File: config.mk
export PLATFORM = sky130hd
export DESIGN_NAME = aes_round_key_arbiter
export DESIGN_NICKNAME = d
export VERILOG_FILES = /design/src/rtl/aes_round_key_arbiter.sv
export SDC_FILE = /design/constraint.sdc
export NUM_CORES = 2
export LEC_CHECK = 0
export ABC_AREA = 1
export CAP_MARGIN = 5
export CELL_PAD_IN_SITES_DETAIL_PLACEMENT = 1
export CELL_PAD_IN_SITES_GLOBAL_PLACEMENT = 1
export CORE_ASPECT_RATIO = 1.25
export CORE_MARGIN = 2
export CORE_UTILIZATION = 35
export CTS_CLUSTER_SIZE = 12
export DETAILED_ROUTE_END_ITERATION = 12
export GPL_TIMING_DRIVEN = 0
export PLACE_DENSITY_LB_ADDON = 0.1
export SLEW_MARGIN = 40
export SYNTH_ARGS = -nofsm -noshare
export SYNTH_HDL_FRONTEND = slang
export SYNTH_SLANG_ARGS = --single-unit
File: constraint.sdc
create_clock -name aes_clk -period 5.2 [get_ports aes_clk]
set_input_delay 1.04 -clock aes_clk [delete_from_list [all_inputs] [get_ports aes_clk]]
set_output_delay 1.04 -clock aes_clk [all_outputs]
set_load 0.02 [all_outputs]
File: src/rtl/aes_round_key_arbiter.sv
// aes_round_key_arbiter: shared AES round-key store with round-robin enc/dec arbitration.
// Define AES_KEY_ARB_TIMEOUT_EN to revoke a grant held ARB_TIMEOUT cycles against a waiting core.
module aes_round_key_arbiter #(
  parameter int NO_ROWS       = 4,
  parameter int NO_COLS       = 4,
  parameter int NO_ROUND_KEYS = 11,
  parameter int ARB_TIMEOUT   = 32
) (
  input  logic                                aes_clk,
  input  logic                                resetn,
  input  logic                                key_wr_en_i,
  input  logic [3:0]                          key_wr_sel_i,
  input  logic [NO_ROWS-1:0][NO_COLS-1:0][7:0] key_wr_data_i,
  input  logic                                key_clr_i,
  output logic                                key_store_rdy_o,
  input  logic                                enc_key_req_i,
  input  logic [3:0]                          enc_key_sel_i,
  output logic                                enc_key_vld_o,
  output logic [NO_ROWS-1:0][NO_COLS-1:0][7:0] enc_round_key_o,
  input  logic                                dec_key_req_i,
  input  logic [3:0]                          dec_key_sel_i,
  output logic                                dec_key_vld_o,
  output logic [NO_ROWS-1:0][NO_COLS-1:0][7:0] dec_round_key_o,
  output logic                                key_sel_err_o,
  output logic                                arb_timeout_o
);
  typedef logic [NO_ROWS-1:0][NO_COLS-1:0][7:0] key_t;
  typedef enum logic [1:0] {IDLE, LOAD, SERVE} state_t;
  localparam logic ENC = 1'b0;
  localparam logic DEC = 1'b1;
  localparam logic [4:0] NK = 5'(NO_ROUND_KEYS);
  localparam logic [NO_ROUND_KEYS-1:0] ONE = 1;
  state_t state;
  key_t store [NO_ROUND_KEYS];
  logic [NO_ROUND_KEYS-1:0] valid;
  logic owner, last_served;
  logic [3:0] lsel;
  logic enc_elig, dec_elig, grant_dec, sel_bad, wr_ok, own_hold, ent_chg, tmo;
  assign enc_elig  = enc_key_req_i && {1'b0, enc_key_sel_i} < NK;
  assign dec_elig  = dec_key_req_i && {1'b0, dec_key_sel_i} < NK;
  assign grant_dec = dec_elig && (!enc_elig || last_served == ENC);
  assign sel_bad   = (enc_key_req_i && !enc_elig) || (dec_key_req_i && !dec_elig);
  assign wr_ok     = key_wr_en_i && {1'b0, key_wr_sel_i} < NK;
  assign own_hold  = owner ? (dec_key_req_i && dec_key_sel_i == lsel)
                           : (enc_key_req_i && enc_key_sel_i == lsel);
  // any store activity that makes the latched entry stale or absent
  assign ent_chg   = key_clr_i || (wr_ok && key_wr_sel_i == lsel);
`ifdef AES_KEY_ARB_TIMEOUT_EN
  localparam int CW = $clog2(ARB_TIMEOUT + 1);
  logic [CW-1:0] cnt;
  logic other_elig;
  assign other_elig = owner ? enc_elig : dec_elig;
  assign tmo = state != IDLE && other_elig && cnt == CW'(ARB_TIMEOUT - 1);
  always_ff @(posedge aes_clk or negedge resetn) begin
    if (!resetn) begin
      cnt           <= '0;
      arb_timeout_o <= 1'b0;
    end else begin
      cnt           <= state == IDLE ? '0 : other_elig ? cnt + 1'b1 : cnt;
      arb_timeout_o <= tmo;
    end
  end
`else
  assign tmo = 1'b0;
  assign arb_timeout_o = 1'b0;
`endif
  always_ff @(posedge aes_clk or negedge resetn) begin
    if (!resetn) begin
      state           <= IDLE;
      owner           <= ENC;
      last_served     <= DEC;
      lsel            <= '0;
      valid           <= '0;
      key_store_rdy_o <= 1'b0;
      key_sel_err_o   <= 1'b0;
      enc_key_vld_o   <= 1'b0;
      dec_key_vld_o   <= 1'b0;
      enc_round_key_o <= '0;
      dec_round_key_o <= '0;
      for (int i = 0; i < NO_ROUND_KEYS; i++) store[i] <= '0;
    end else begin
      valid           <= (key_clr_i ? '0 : valid) | (wr_ok ? ONE << key_wr_sel_i : '0);
      if (wr_ok) store[key_wr_sel_i] <= key_wr_data_i;
      key_store_rdy_o <= &valid;
      key_sel_err_o   <= state == IDLE && sel_bad;
      enc_key_vld_o   <= 1'b0;
      dec_key_vld_o   <= 1'b0;
      case (state)
        IDLE: if (enc_elig || dec_elig) begin
          owner <= grant_dec;
          lsel  <= grant_dec ? dec_key_sel_i : enc_key_sel_i;
          state <= LOAD;
        end
        LOAD: if (!own_hold) state <= IDLE;
          else if (tmo) begin
            state       <= IDLE;
            last_served <= owner;
          end else if (valid[lsel] && !ent_chg) begin
            state <= SERVE;
            if (owner) begin
              dec_key_vld_o   <= 1'b1;
              dec_round_key_o <= store[lsel];
            end else begin
              enc_key_vld_o   <= 1'b1;
              enc_round_key_o <= store[lsel];
            end
          end
        SERVE: if (!own_hold || tmo) begin
            state       <= IDLE;
            last_served <= owner;
          end else if (ent_chg || !valid[lsel]) state <= LOAD;
          else if (owner) dec_key_vld_o <= 1'b1;
          else enc_key_vld_o <= 1'b1;
        default: state <= IDLE;
      endcase
    end
  end
endmodule
Yosys cells after proc, flatten, opt, wreduce, memory -nomap -nowiden:

Index checks and enable logic that the tools add are counted.

* bits in registers: 1687
* input port bits: 146
* output and inout port bits: 261
* word-level logic and storage cells: 297

* $lt $le $gt $ge: 7
* equality and inequality tests: 8
* shift-type cells: 1
* multiplexer cells: 30
* bitwise gates (word level): 6
* reductions and logical operators: 28

Operators with widths (number)
* $bwmux 1408: 1
* $bmux 128 s4: 1
* $demux 128 s4: 1
* $mux 128: 3
* $mux 11: 2
* $eq 4x4->1: 3
* $logic_and 1x1->1: 12
* $lt 4x4->1 const B: 3
* $mux 1: 12
* $or 11x11->11: 1
* $reduce_and 11->1: 1
* $shl 1x4->11 const A: 1
* $ge 5x5->1 const B: 2
* $mux 2: 5
* $not 4->5: 2
* $reduce_and 4->1: 2
* $ne 3x3->1 const B: 2
* $pmux 2 s3: 1
* $logic_or 1x1->1: 5
* $lt 4x5->1 const B: 1
* $lt 5x1->1 const B: 1
* $bmux 1 s4: 1
* $logic_not 1->1: 4
* $mux 4: 1
* 8 further kinds: 12

Longest topological paths before layout:

* word-level depth: 9
* gate-level depth with buffers: 16

Least setup slack after synthesis:

Ideal clock, no wire load.

* path kind: input-to-reg
* start: input key_wr_sel_i[1]
* end: register enc_round_key_o[0] in the netlist's numbering
* setup time: 0.132 ns
* arrival: 2.526 ns
* slack: 2.542 ns
* stages on the path: 14
* path buffers: 5
* path through: buf_2 nand2_1 nand2_1 a21oi_4 nand3_1 nand2_1 nor2_4 nand3_2 buf_4 buf_6 buf_6 buf_6 nand2_1 o21ai_1

* word-level cells in the longest chain between the ends: 7
* elaborated cells on any way between the ends: 8
* those cells by class: order compare: 1; eq/ne: 1; reduce/logical: 6

Ends and longest elaborated chain
* from (decl): line 12 `input logic [3:0] key_wr_sel_i,`
* $lt 4x4->1: line 43 `assign wr_ok = key_wr_en_i && {1'b0, key_wr_sel_i} < NK;`
* $logic_and 1x1->1: line 43
* $logic_and 1x1->1 (*): line 47 `assign ent_chg = key_clr_i || (wr_ok && key_wr_sel_i == lsel);`
* $logic_or 1x1->1 (*): line 47
* $logic_not 1->1 (*): line 98 `end else if (valid[lsel] && !ent_chg) begin`
* $logic_and 1x1->1 (*): line 98
* $reduce_and 4->1 (no line) (*)
* to (signal assigned): line 105 `enc_round_key_o <= store[lsel];`
* to (decl): line 19 `output logic [NO_ROWS-1:0][NO_COLS-1:0][7:0] enc_round_key_o,`

Mark *: on every way between the ends. The rest lies on a longest branch, timed or not.
A chain may end at the register's enable or synchronous reset.

Worst setup path after layout:

* start: input key_wr_sel_i[0]
* end: register enc_round_key_o[104] in the netlist's numbering

The elaborated chain is that of the path after synthesis.

==> parameters.txt <==
Parameter                              Value

Global routing
  Via count of the first global-routing pass ... 67740
  Global-route usage over all layers ... 0.2751
  Pin count of the biggest net entering global routing ... 109
  Wire length of the first global-routing pass ... approximately 440 mm
  Final global-route overflow total ... 0
  Number of antenna violations at the first check in global routing ... 25

Clock tree
  Post-CTS Hold Buffers ... 0
  Number of setup buffers added after CTS ... 0
  Worst skew pair latency ... between 0.8 and 0.9 ns
  Clock-pin slew on the worst setup and hold paths ... 0.06 ns
  Clock net sink count ... roughly 1700
  Num CTS Buffers ... about 180
  Maximum clock path buffer count ... 3
  Clk Tree Root Cell ... sky130_fd_sc_hd__clkbuf_16
  Clock tree from TritonCTS ... done
  H-tree levels ... 4
  # resized after CTS ... 0

Placement
  Placed standard-cell area ... slightly above 80000 µm²
  Count of buffers from port buffering ... roughly 400
  Detailed placement HPWL ... 210.8 mm
  Final weighted congestion of routability-driven global placement ... between 0.8 and 0.9
  Placed Cells ... between 10000 and 15000
  Post-place setup slack ... 0.1963 ns

Timing
  Worst slew pin tran ... just over 0.9 ns
  Final count of hold timing violations ... 0
  Max frequency ... approximately 240 MHz
  Share of the cycle needed by the critical path after routing ... 0.7987
  Max-slew violation total from the final report ... 0
  RSZ-0062 raised after global routing ... no
  Final min period ... between 4 and 5 ns
  Setup skew after layout ... around 0.023 ns
  Max transition margin ... 0.3969
  Least setup slack across all paths after layout ... roughly 1.0 ns
  Endpoints failing setup ... 0
  Setup TNS after final layout ... 0 ns

Finish
  Fillcell total ... 24090
  Register area ... 42220 µm²
  Final core area utilization ... 0.4239
  Most common library cell in the layout ignoring fill and taps ... sky130_fd_sc_hd__o21ai_0
  Area added between synthesis and finish ... 20.37%
  Post-route non-filler standard cell count ... 11940
  Ratio of cells with drive above 1 in the final layout ... 0.05133
  Finished Cell Area ... a little under 90000 µm²
  Most frequent cells in the layout ... 2150 x sky130_fd_sc_hd__o21ai_0, 2131 x sky130_fd_sc_hd__nand2_1, 1686 x sky130_fd_sc_hd__dfrtp_1, 686 x sky130_fd_sc_hd__clkbuf_1, 655 x sky130_fd_sc_hd__nor2_1
  Area of the multi-input gates ... between 20000 and 30000 µm²
  Nets@finish ... about 9000

Floorplan
  Chip width ... 410.7 µm
  Number of standard-cell rows in the floorplan ... approximately 190
  Starting Density ... 0.3522
  Die height ... just over 500 µm
  Number of placed I/O pins ... a little over 400
  Core box area ... about 210000 µm²
  Die Outline Area ... roughly 210000 µm²

Logic synthesis
  Simple-gate share of the synthesized area ... 0.1564
  Portion of netlist area occupied by mux cells ... 0
  Compound-gate portion of the synthesized area ... 0.2010
  Share of synthesized area occupied by flip-flops and latches ... 0.5833
  Cell variety after synth ... 28
  Adder-Cell Fraction of Synth Area ... 0.0006915
  Number of warnings reported in the yosys synthesis log ... 0
  Average footprint of a synthesized cell ... ~8.6 µm²
  Flip-flop and latch count after synthesis ... 1687
  Synthesized-area fraction occupied by xor and xnor cells ... 0.0003630
  Gate count of the mapped netlist ... around 8400
  Combinational family with the most area after synthesis ... compound AO/OA/AOI/OAI gates
  Post-synth design cell area ... between 70000 and 80000 µm²
  Net count of the mapped netlist ... 8573

Setup path
  Most Frequent Cell on Critical Path ... sky130_fd_sc_hd__nand2_1
  CP bufs+invs ... 6
  Arr. time, crit path ... ~5 ns
  Crit start category ... primary input
  Slowest cell on crit path ... sky130_fd_sc_hd__clkdlybuf4s50_1
  Critical path fanouts, max ... 11
  Reg-to-Reg Start ... lsel[0]
  Chain of cells forming the critical path ... clkdlybuf4s50_1 -> inv_1 -> nand2_1 -> nand2_1 -> nor2_1 -> nand3_1 -> nand2_1 -> nor2_4 -> nand3_2 -> buf_4 -> buf_6 -> buf_6 -> buf_6 -> nand2_1 -> o21ai_1
  Kind of critical path ... primary input to flop
  Req. time, crit path ... 5.95 ns
  Crit-path max cell delay ... approximately 0.7 ns
  Worst setup startpoint ... key_wr_sel_i[0]
  Kind of end point of the critical path ... flop
  Kind of cell adding the most delay to the critical path ... buffers and inverters

Routing
  Final antenna-violating net count ... 0
  Number of DRC markers in iteration 0 ... 4529
  Vias per Instance ... 5.348
  Number of vias in the routed layout ... 63850
  Routed wire per std cell ... roughly 24 µm
  Total DRC errors in the routed layout ... 0
  Sum of routed wire length over all layers ... slightly below 300 mm
  First drt pass iteration count ... 7

Power and ir drop
  PD cells ... approximately 540 nW/µm²
  Peak VDD IR ... about 0.0004 V
  P_leak ... 0.03918 µW

Outcome
  Result of the run ... finished clean

Min path
  Worst min-delay path class ... primary input to asynchronous set/reset pin

Flow run
  Max-cap violations ... 0
[state kept, by name, indices dropped and copies added, names as in the netlist]
register and count:
dec_round_key_o 128, last_served 1, lsel 4, owner 1, enc_round_key_o 128, state 2
key_sel_err_o 1, dec_key_vld_o 1, key_store_rdy_o 1, store 1408, valid 11, enc_key_vld_o 1
[synthesized netlist by cell type (all sizes together)]
master | number | share of area
a21oi | 9 | 0.00078
a22oi | 1 | 0.00010
a31oi | 1 | 0.000086
and3 | 2 | 0.00017
buf | 98 | 0.0080
clkbuf | 683 | 0.035
conb | 1 | 0.000052
dfrtp | 1686 | 0.58
dfstp | 1 | 0.00036
ha | 4 | 0.00069
inv | 283 | 0.015
nand2 | 2131 | 0.11
nand3 | 148 | 0.010
nand4 | 10 | 0.00086
nor2 | 657 | 0.034
nor3 | 4 | 0.00028
o21ai | 2445 | 0.17
o221ai | 256 | 0.031
xor2 | 3 | 0.00036
[routing by layer]
layer / global-route usage / vias to the layer above / share of wire
met3: 0.04182 / 404 / 0.049
met4: 0.1023 / 4 / 0.036
li1: - / 29300 / -
met2: 0.4542 / 1501 / 0.48
met1: 0.3641 / 32640 / 0.44
met5: 0 / - / 0.000089
[worst register-to-register path, cell delays in order (launching register included)]
cell	delay [ns]
sky130_fd_sc_hd__dfrtp_1	0.39
sky130_fd_sc_hd__buf_4	0.24
sky130_fd_sc_hd__buf_4	0.34
sky130_fd_sc_hd__buf_4	0.49
sky130_fd_sc_hd__buf_4	0.37
sky130_fd_sc_hd__buf_4	0.44
sky130_fd_sc_hd__buf_2	0.49
sky130_fd_sc_hd__nor2_1	0.10
sky130_fd_sc_hd__o221ai_1	0.25
sky130_fd_sc_hd__nand3_1	0.11
sky130_fd_sc_hd__nand2_1	0.28
sky130_fd_sc_hd__inv_1	0.13
sky130_fd_sc_hd__o21ai_1	0.14
[stage by stage]
stage	hold WS [ns]	power, µW
2_1_floorplan	0.4478	26540
3_3_place_gp	0.4601	33820
3_5_place_dp	0.4678	34380
4_1_cts	0.03187	47700
5_1_grt	0.07276	50160
6_report	0.06293	47300
[where the power goes]
group / internal, µW / switching, µW / total (µW) / leakage, µW
Clock: 7510 / 5630 / 13100 / 0.00291
Combinational: 5100 / 11600 / 16700 / 0.0144
Sequential: 15900 / 1520 / 17400 / 0.0219
Total: 28500 / 18800 / 47300 / 0.0392
[kinds of logic (layout without fill, tap and decap cells)]
group	after synthesis	after routing
simple gates	2952	2952
compound gates	2712	2712
flops	1687	1687
buf+inv	1064	1836
fa+ha+maj	4	4
xor+xnor	3	3
other cells	1	18
[layout make-up]
type                    instances  share of cell area
well taps                    2726             0.03915
flip-flops and latches       1687              0.4846
repair buffers                450             0.06029
clock buffers                 282             0.06176
inverters                     283             0.01219
clock inverters                40            0.006276
diodes                         17           0.0004883
plain buffers                 781             0.03738
multi-input cells            5672              0.2979
[final timing paths]
path / cells after the start / to / slack (ns)
min reg2reg: 2 / store[529] / 0.48
min: 1 / enc_round_key_o[114] / 0.06
min in group aes_clk: 2 / store[529] / 0.48
max in group asynchronous: 6 / store[50] / 2.32
max reg2reg: 12 / enc_round_key_o[111] / 1.37
max: 15 / enc_round_key_o[104] / 1.05
Power figures use the tool's default switching activity.
